===== config.mk =====
export PLATFORM = sky130hd
export DESIGN_NAME = riscv_kernel_ctrl
export DESIGN_NICKNAME = d
export VERILOG_FILES = /design/src/rtl/riscv_kernel_ctrl_pkg.sv /design/src/rtl/riscv_kernel_ctrl_sat_counter.sv /design/src/rtl/riscv_kernel_ctrl.sv
export SDC_FILE = /design/constraint.sdc
export NUM_CORES = 1
export LEC_CHECK = 0
export CORE_MARGIN = 5
export CORE_UTILIZATION = 50
export CTS_CLUSTER_DIAMETER = 60
export DETAILED_ROUTE_END_ITERATION = 16
export GPL_ROUTABILITY_DRIVEN = 0
export HOLD_SLACK_MARGIN = 0.08
export PLACE_DENSITY = 0.86
export RECOVER_POWER = 25
export REMOVE_ABC_BUFFERS = 1
export SLEW_MARGIN = 20
export SYNTH_ARGS = -nofsm -noshare
export SYNTH_HDL_FRONTEND = slang
export SYNTH_SLANG_ARGS = --single-unit

===== constraint.sdc =====
create_clock -name ap_clk -period 4.7 [get_ports ap_clk]
set_input_delay 0.47 -clock ap_clk [delete_from_list [all_inputs] [get_ports ap_clk]]
set_output_delay 0.47 -clock ap_clk [all_outputs]
set_load 0.02 [all_outputs]

===== src/rtl/riscv_kernel_ctrl_pkg.sv =====
// Shared encodings for the RISC-V kernel run controller.
package riscv_kernel_pkg;

  typedef enum logic [2:0] {
    IDLE  = 3'd0,
    HOLD  = 3'd1,
    RUN   = 3'd2,
    DRAIN = 3'd3,
    DONE  = 3'd4
  } state_t;

  localparam logic [1:0] EXIT_NONE    = 2'd0;
  localparam logic [1:0] EXIT_PC      = 2'd1;
  localparam logic [1:0] EXIT_HALT    = 2'd2;
  localparam logic [1:0] EXIT_TIMEOUT = 2'd3;

endpackage


===== src/rtl/riscv_kernel_ctrl_sat_counter.sv =====
// Up-counter with synchronous clear that sticks at all-ones instead of wrapping.
module kernel_sat_counter #(
  parameter int CNT_W = 32
) (
  input  logic             clk,
  input  logic             rst_n,
  input  logic             clear,
  input  logic             enable,
  output logic [CNT_W-1:0] count
);

  // Clear wins over enable; stop incrementing once every bit is set.
  always_ff @(posedge clk or negedge rst_n) begin
    if (!rst_n)                      count <= '0;
    else if (clear)                  count <= '0;
    else if (enable && count != '1)  count <= count + 1'b1;
  end

endmodule


===== src/rtl/riscv_kernel_ctrl.sv =====
// ap_ctrl_hs run controller: hold core in reset, run until pc end / halt /
// timeout, drain the pipeline, then pulse ap_done/ap_ready.
module riscv_kernel_ctrl
  import riscv_kernel_pkg::*;
#(
  parameter int ADDR_W_IMEM  = 6,
  parameter int IMEM_SIZE    = 40,
  parameter int RST_HOLD     = 2,
  parameter int DRAIN_CYCLES = 4,
  parameter int CNT_W        = 32,
  parameter int MAX_CYCLES   = 0
) (
  input  logic                   ap_clk,
  input  logic                   ap_rst_n,
  input  logic                   ap_start,
  output logic                   ap_done,
  output logic                   ap_ready,
  output logic                   ap_idle,
  input  logic [ADDR_W_IMEM:0]   prog_len,
  input  logic [31:0]            core_pc,
  input  logic                   core_halt,
  output logic                   core_rst,
  output logic [CNT_W-1:0]       cycle_count,
  output logic [1:0]             exit_cause
);

  // One down-counter serves both HOLD and DRAIN, sized for the longer of the two.
  localparam int DMAX = (RST_HOLD > DRAIN_CYCLES) ? RST_HOLD : DRAIN_CYCLES;
  localparam int DCW  = $clog2(DMAX + 1);

  state_t               state, nxt;
  logic [DCW-1:0]       dcnt, dcnt_nxt;
  logic [ADDR_W_IMEM:0] end_idx;
  logic [ADDR_W_IMEM:0] pc_idx;
  logic                 accept, run_en, end_hit, timeout;
  logic [1:0]           cause_nxt;
  logic                 pc_unused;

  assign pc_idx    = {1'b0, core_pc[ADDR_W_IMEM+1:2]};
  assign pc_unused = ^{core_pc[31:ADDR_W_IMEM+2], core_pc[1:0]};
  assign timeout   = (MAX_CYCLES != 0) && (cycle_count == CNT_W'(MAX_CYCLES - 1));

  // Next-state, shared down-counter and end-of-program detection.
  always_comb begin
    nxt       = state;
    dcnt_nxt  = dcnt;
    accept    = 1'b0;
    run_en    = 1'b0;
    end_hit   = 1'b0;
    cause_nxt = EXIT_NONE;
    case (state)
      IDLE: begin
        if (ap_start) begin
          accept   = 1'b1;
          nxt      = HOLD;
          dcnt_nxt = DCW'(RST_HOLD - 1);
        end
      end
      HOLD: begin
        if (dcnt == '0) nxt = RUN;
        else            dcnt_nxt = dcnt - 1'b1;
      end
      RUN: begin
        run_en = 1'b1;
        // Halt outranks pc end, which outranks timeout.
        if (core_halt)              cause_nxt = EXIT_HALT;
        else if (pc_idx >= end_idx) cause_nxt = EXIT_PC;
        else if (timeout)           cause_nxt = EXIT_TIMEOUT;
        if (cause_nxt != EXIT_NONE) begin
          end_hit = 1'b1;
          if (DRAIN_CYCLES == 0) begin
            nxt = DONE;
          end else begin
            nxt      = DRAIN;
            dcnt_nxt = DCW'(DRAIN_CYCLES - 1);
          end
        end
      end
      DRAIN: begin
        if (dcnt == '0) nxt = DONE;
        else            dcnt_nxt = dcnt - 1'b1;
      end
      DONE: begin
        // Back-to-back job: go straight to HOLD without an IDLE cycle.
        if (ap_start) begin
          accept   = 1'b1;
          nxt      = HOLD;
          dcnt_nxt = DCW'(RST_HOLD - 1);
        end else begin
          nxt = IDLE;
        end
      end
      default: nxt = IDLE;
    endcase
  end

  // State, job context and registered handshake outputs (decoded from next state).
  always_ff @(posedge ap_clk or negedge ap_rst_n) begin
    if (!ap_rst_n) begin
      state      <= IDLE;
      dcnt       <= '0;
      end_idx    <= '0;
      exit_cause <= EXIT_NONE;
      core_rst   <= 1'b1;
      ap_idle    <= 1'b1;
      ap_done    <= 1'b0;
      ap_ready   <= 1'b0;
    end else begin
      state    <= nxt;
      dcnt     <= dcnt_nxt;
      core_rst <= !(nxt == RUN || nxt == DRAIN);
      ap_idle  <= (nxt == IDLE);
      ap_done  <= (nxt == DONE);
      ap_ready <= (nxt == DONE);
      if (accept) begin
        end_idx    <= (prog_len == '0) ? (ADDR_W_IMEM+1)'(IMEM_SIZE) : prog_len;
        exit_cause <= EXIT_NONE;
      end else if (end_hit) begin
        exit_cause <= cause_nxt;
      end
    end
  end

  kernel_sat_counter #(.CNT_W(CNT_W)) u_cycle_cnt (
    .clk    (ap_clk),
    .rst_n  (ap_rst_n),
    .clear  (accept),
    .enable (run_en),
    .count  (cycle_count)
  );

endmodule


==> impl_metrics.yaml <==
status:
  status: "finished with violations"
  failed_checks: "capacitance limit, slew limit"
yosys:
  synthCells: 292
  synth_top_family_by_area: "simple AND/OR/NAND/NOR gates"
  yosys.area_share.simple: 0.267
  synth_compound_area_frac: 0.150
  ys_types: 47
  synthesis.area_um2: 2740
  synthXorXnorAreaFrac: 0.0352
  yosysWarnings: 0
  synth_mux_area_frac: 0.0146
  synth-main-ff-cell: "dfrtp_1"
  syn_area_per_cell_um2: 9.37
  synth_fa_ha_area_frac: 0.0412
  synth-seq-cells: 50
  ys_seq_area_frac: 0.458
  synth_edf_count: 0
  synthArstFlopShare: 1.00
place:
  hpwl_mm: 4.49
  port_buffers: 54
  dpl_worst_slack_ns: 2.21
layout:
  fillerInstances: 466
  n_antenna_cell: 0
  drive_above_1_share: 0.0551
  area_growth_pct: 24.9
  num-nets-final: 396
cts:
  insertion_delay_ns: 0.31
  cts_tree: "built"
  clk_pin_slew_ns: 0.09
  cts_hold_buffers: 0
  clock-root-buffer: "clkbuf_8"
  clockBufferDepth: 2
  cts.htree.levels: 2
  cts_inserted_buffers: 5
  cts_resized: 0
  clock-sinks: 50
  cts_setup_buffers: 0
sta:
  timing.fmax_mhz: 398
  finalWorstSetupSlack_ns: 2.19
  grt_setup_unrepaired: "no"
  setup_violations: 0
  hold_ws_ns: 0.501
  worstMarginPinSlew_ns: 2.65
  fin_crit_ns: 2.51
  period_share: 0.534
  skew_ns: 0.00433
  maxSlewHeadroom: -0.770
  drv_slew: 51
  fin_tns_setup_ns: 0
  finalHoldViolations: 0
grt:
  grt_pass1_wl_mm: 10.5
  grt.overflow.total: 0
  antenna_found_initial: 0
  grt_pass1_vias: 2321
  grt_usage: 0.177
  grt_max_degree: 51
setup_path:
  cp-end-kind: "register"
  start_kind: "register"
  cpPeakStageDelay_ns: 0.63
  crit_slowest_cell: "nor3b_4"
  crit_fanout: 16
  cp_data_required_time_ns: 4.93
  crit_chain: "nor3b_4, nand4_4, or4b_4, or3_1, a21oi_1"
  crit_family: "simple AND/OR/NAND/NOR gates"
  critical_path_buf_inv_count: 0
  worstPathArrival_ns: 2.75
  critical_path_class: "reg2reg"
detailed_routing:
  drcViolationCount: 0
  wire_per_inst_um: 15.0
  routed_wl_mm: 6.26
  ant_nets: 0
  drt-initial-drc-count: 188
  vias_per_cell: 5.86
  dr.pass1.iters: 4
  num_vias: 2445
hold_path:
  hold_class: "reg2reg"
die:
  initial_utilization: 0.506
  pin_count: 81
  die_w_um: 84.0
  core_um2: 5410
  die-area_um2: 7050
  num_rows: 27
  die_h_um: 84.0
power:
  power_mw: 1.29
  power.leakage_nw: 1.39
  ir_drop_mv: 0.276
  powerDensity_nw_per_um2: 377
flow_run:
  maxCapViolCount: 1
[path summary, 6_finish.rpt]
| path | start | endpoint | slack [ns] | depth (start not counted) |
|---|---|---|---|---|
| worst max register to register | state[0] | u_cycle_cnt.count[26] | 2.19 | 5 |
| min in group asynchronous | ap_rst_n | u_cycle_cnt.count[13] | 0.99 | 1 |
| worst max-delay path | state[0] | u_cycle_cnt.count[26] | 2.19 | 5 |
| max in group asynchronous | ap_rst_n | state[1] | 2.21 | 1 |
| worst min-delay path | end_idx[0] | end_idx[0] | 0.50 | 2 |
| worst min register to register | end_idx[0] | end_idx[0] | 0.50 | 2 |
[layout make-up]
cell class,count,area (µm²),share of cell area
well taps,72,90.1,0.0264
inverters,12,45.0,0.0132
multi-input cells,219,1390,0.407
repair buffers,56,549,0.161
clock buffers,5,68.8,0.0201
flip-flops and latches,50,1250,0.367
clock inverters,3,21.3,0.00622
[placed cells by master (no fill, tap or decap), types with 3 or more instances in the layout]
| cell type | netlist | layout |
|---|---|---|
| dfrtp_1 | 48 | 48 |
| nand2b_1 | 3 | 3 |
| or4_1 | 3 | 3 |
| nand3_1 | 9 | 9 |
| clkbuf_8 | 0 | 5 |
| and2_1 | 6 | 6 |
| mux2i_1 | 4 | 4 |
| a21oi_1 | 21 | 21 |
| ha_1 | 9 | 9 |
| nor2_1 | 19 | 19 |
| inv_1 | 12 | 12 |
| and4_1 | 8 | 8 |
| or3_1 | 14 | 14 |
| nand4_1 | 11 | 11 |
| xor2_1 | 5 | 5 |
| and3_1 | 3 | 3 |
| nand2_1 | 32 | 32 |
| nor3_1 | 3 | 3 |
| xnor2_1 | 6 | 6 |
| o31ai_1 | 4 | 4 |
| clkdlybuf4s50_1 | 0 | 53 |
| a211oi_1 | 5 | 5 |
| o21ai_0 | 21 | 21 |
| nor4_1 | 6 | 6 |
[report_power, final]
part	leakage [nW]	switching, mW	total (mW)	internal [mW]
Combinational	0.681	0.258	0.453	0.195
Sequential	0.662	0.0632	0.582	0.519
Clock	0.0441	0.149	0.254	0.105
Total	1.39	0.470	1.29	0.819
[logic make-up after synthesis]
| kind of cell | Yosys count |
|---|---|
| multiplexers | 4 |
| XOR/XNOR | 11 |
| flip-flops | 50 |
| adder cells (fa/ha/maj) | 9 |
| AND/OR/NAND/NOR | 128 |
| AO/OA/AOI/OAI | 67 |
| buffers and inverters | 23 |
[per-layer routing]
layer / up-vias / share of wire / GRT usage / wire [µm]
met1: 1187 / 0.43 / 0.219 / 2710
li1: 1181 / - / - / -
met2: 74 / 0.51 / 0.315 / 3220
met3: 3 / 0.050 / 0.0415 / 313
met5: - / 0 / 0 / 0
met4: 0 / 0.0040 / 0.0336 / 25
[synth_stat cells, drive strengths merged, types with 3 or more instances]
master  number  area share
dfrtp       48        0.44
nand2       32       0.044
a21oi       21       0.038
o21ai       21       0.038
nor2        19       0.026
or3         15       0.036
inv         12       0.016
nand4       12       0.033
ha           9       0.041
nand3        9       0.016
and4         8       0.026
clkbuf       8       0.011
and2         6       0.014
nor4         6       0.014
xnor2        6       0.019
a211oi       5       0.014
xor2         5       0.016
mux2i        4       0.015
o31ai        4       0.011
and3         3      0.0069
buf          3      0.0064
nand2b       3      0.0069
nor3         3      0.0055
or4          3      0.0082
[through the flow]
stage                     instance area, µm²  instances   util
final                                   3420        417  0.632
after global routing                    3420        417  0.632
after CTS                               3420        417  0.633
after detailed placement                3330        409  0.616
after global placement                  3330        409  0.616
after floorplan                         2690        281      -
[flip-flops by register name, indices dropped and copies added, names as in the netlist]
| register | count |
|---|---|
| ap_idle | 1 |
| u_cycle_cnt.count | 32 |
| exit_cause | 2 |
| state | 3 |
| core_rst | 1 |
| end_idx | 7 |
| dcnt | 3 |
| ap_ready | 1 |
[worst reg2reg max path, cell delays in order, from the launching register on]
cell	delay, ns
dfrtp_1	0.46
nor3b_4	0.64
nand4_4	0.25
or4b_4	0.62
or3_1	0.32
a21oi_1	0.15
Power figures use the tool's default switching activity.
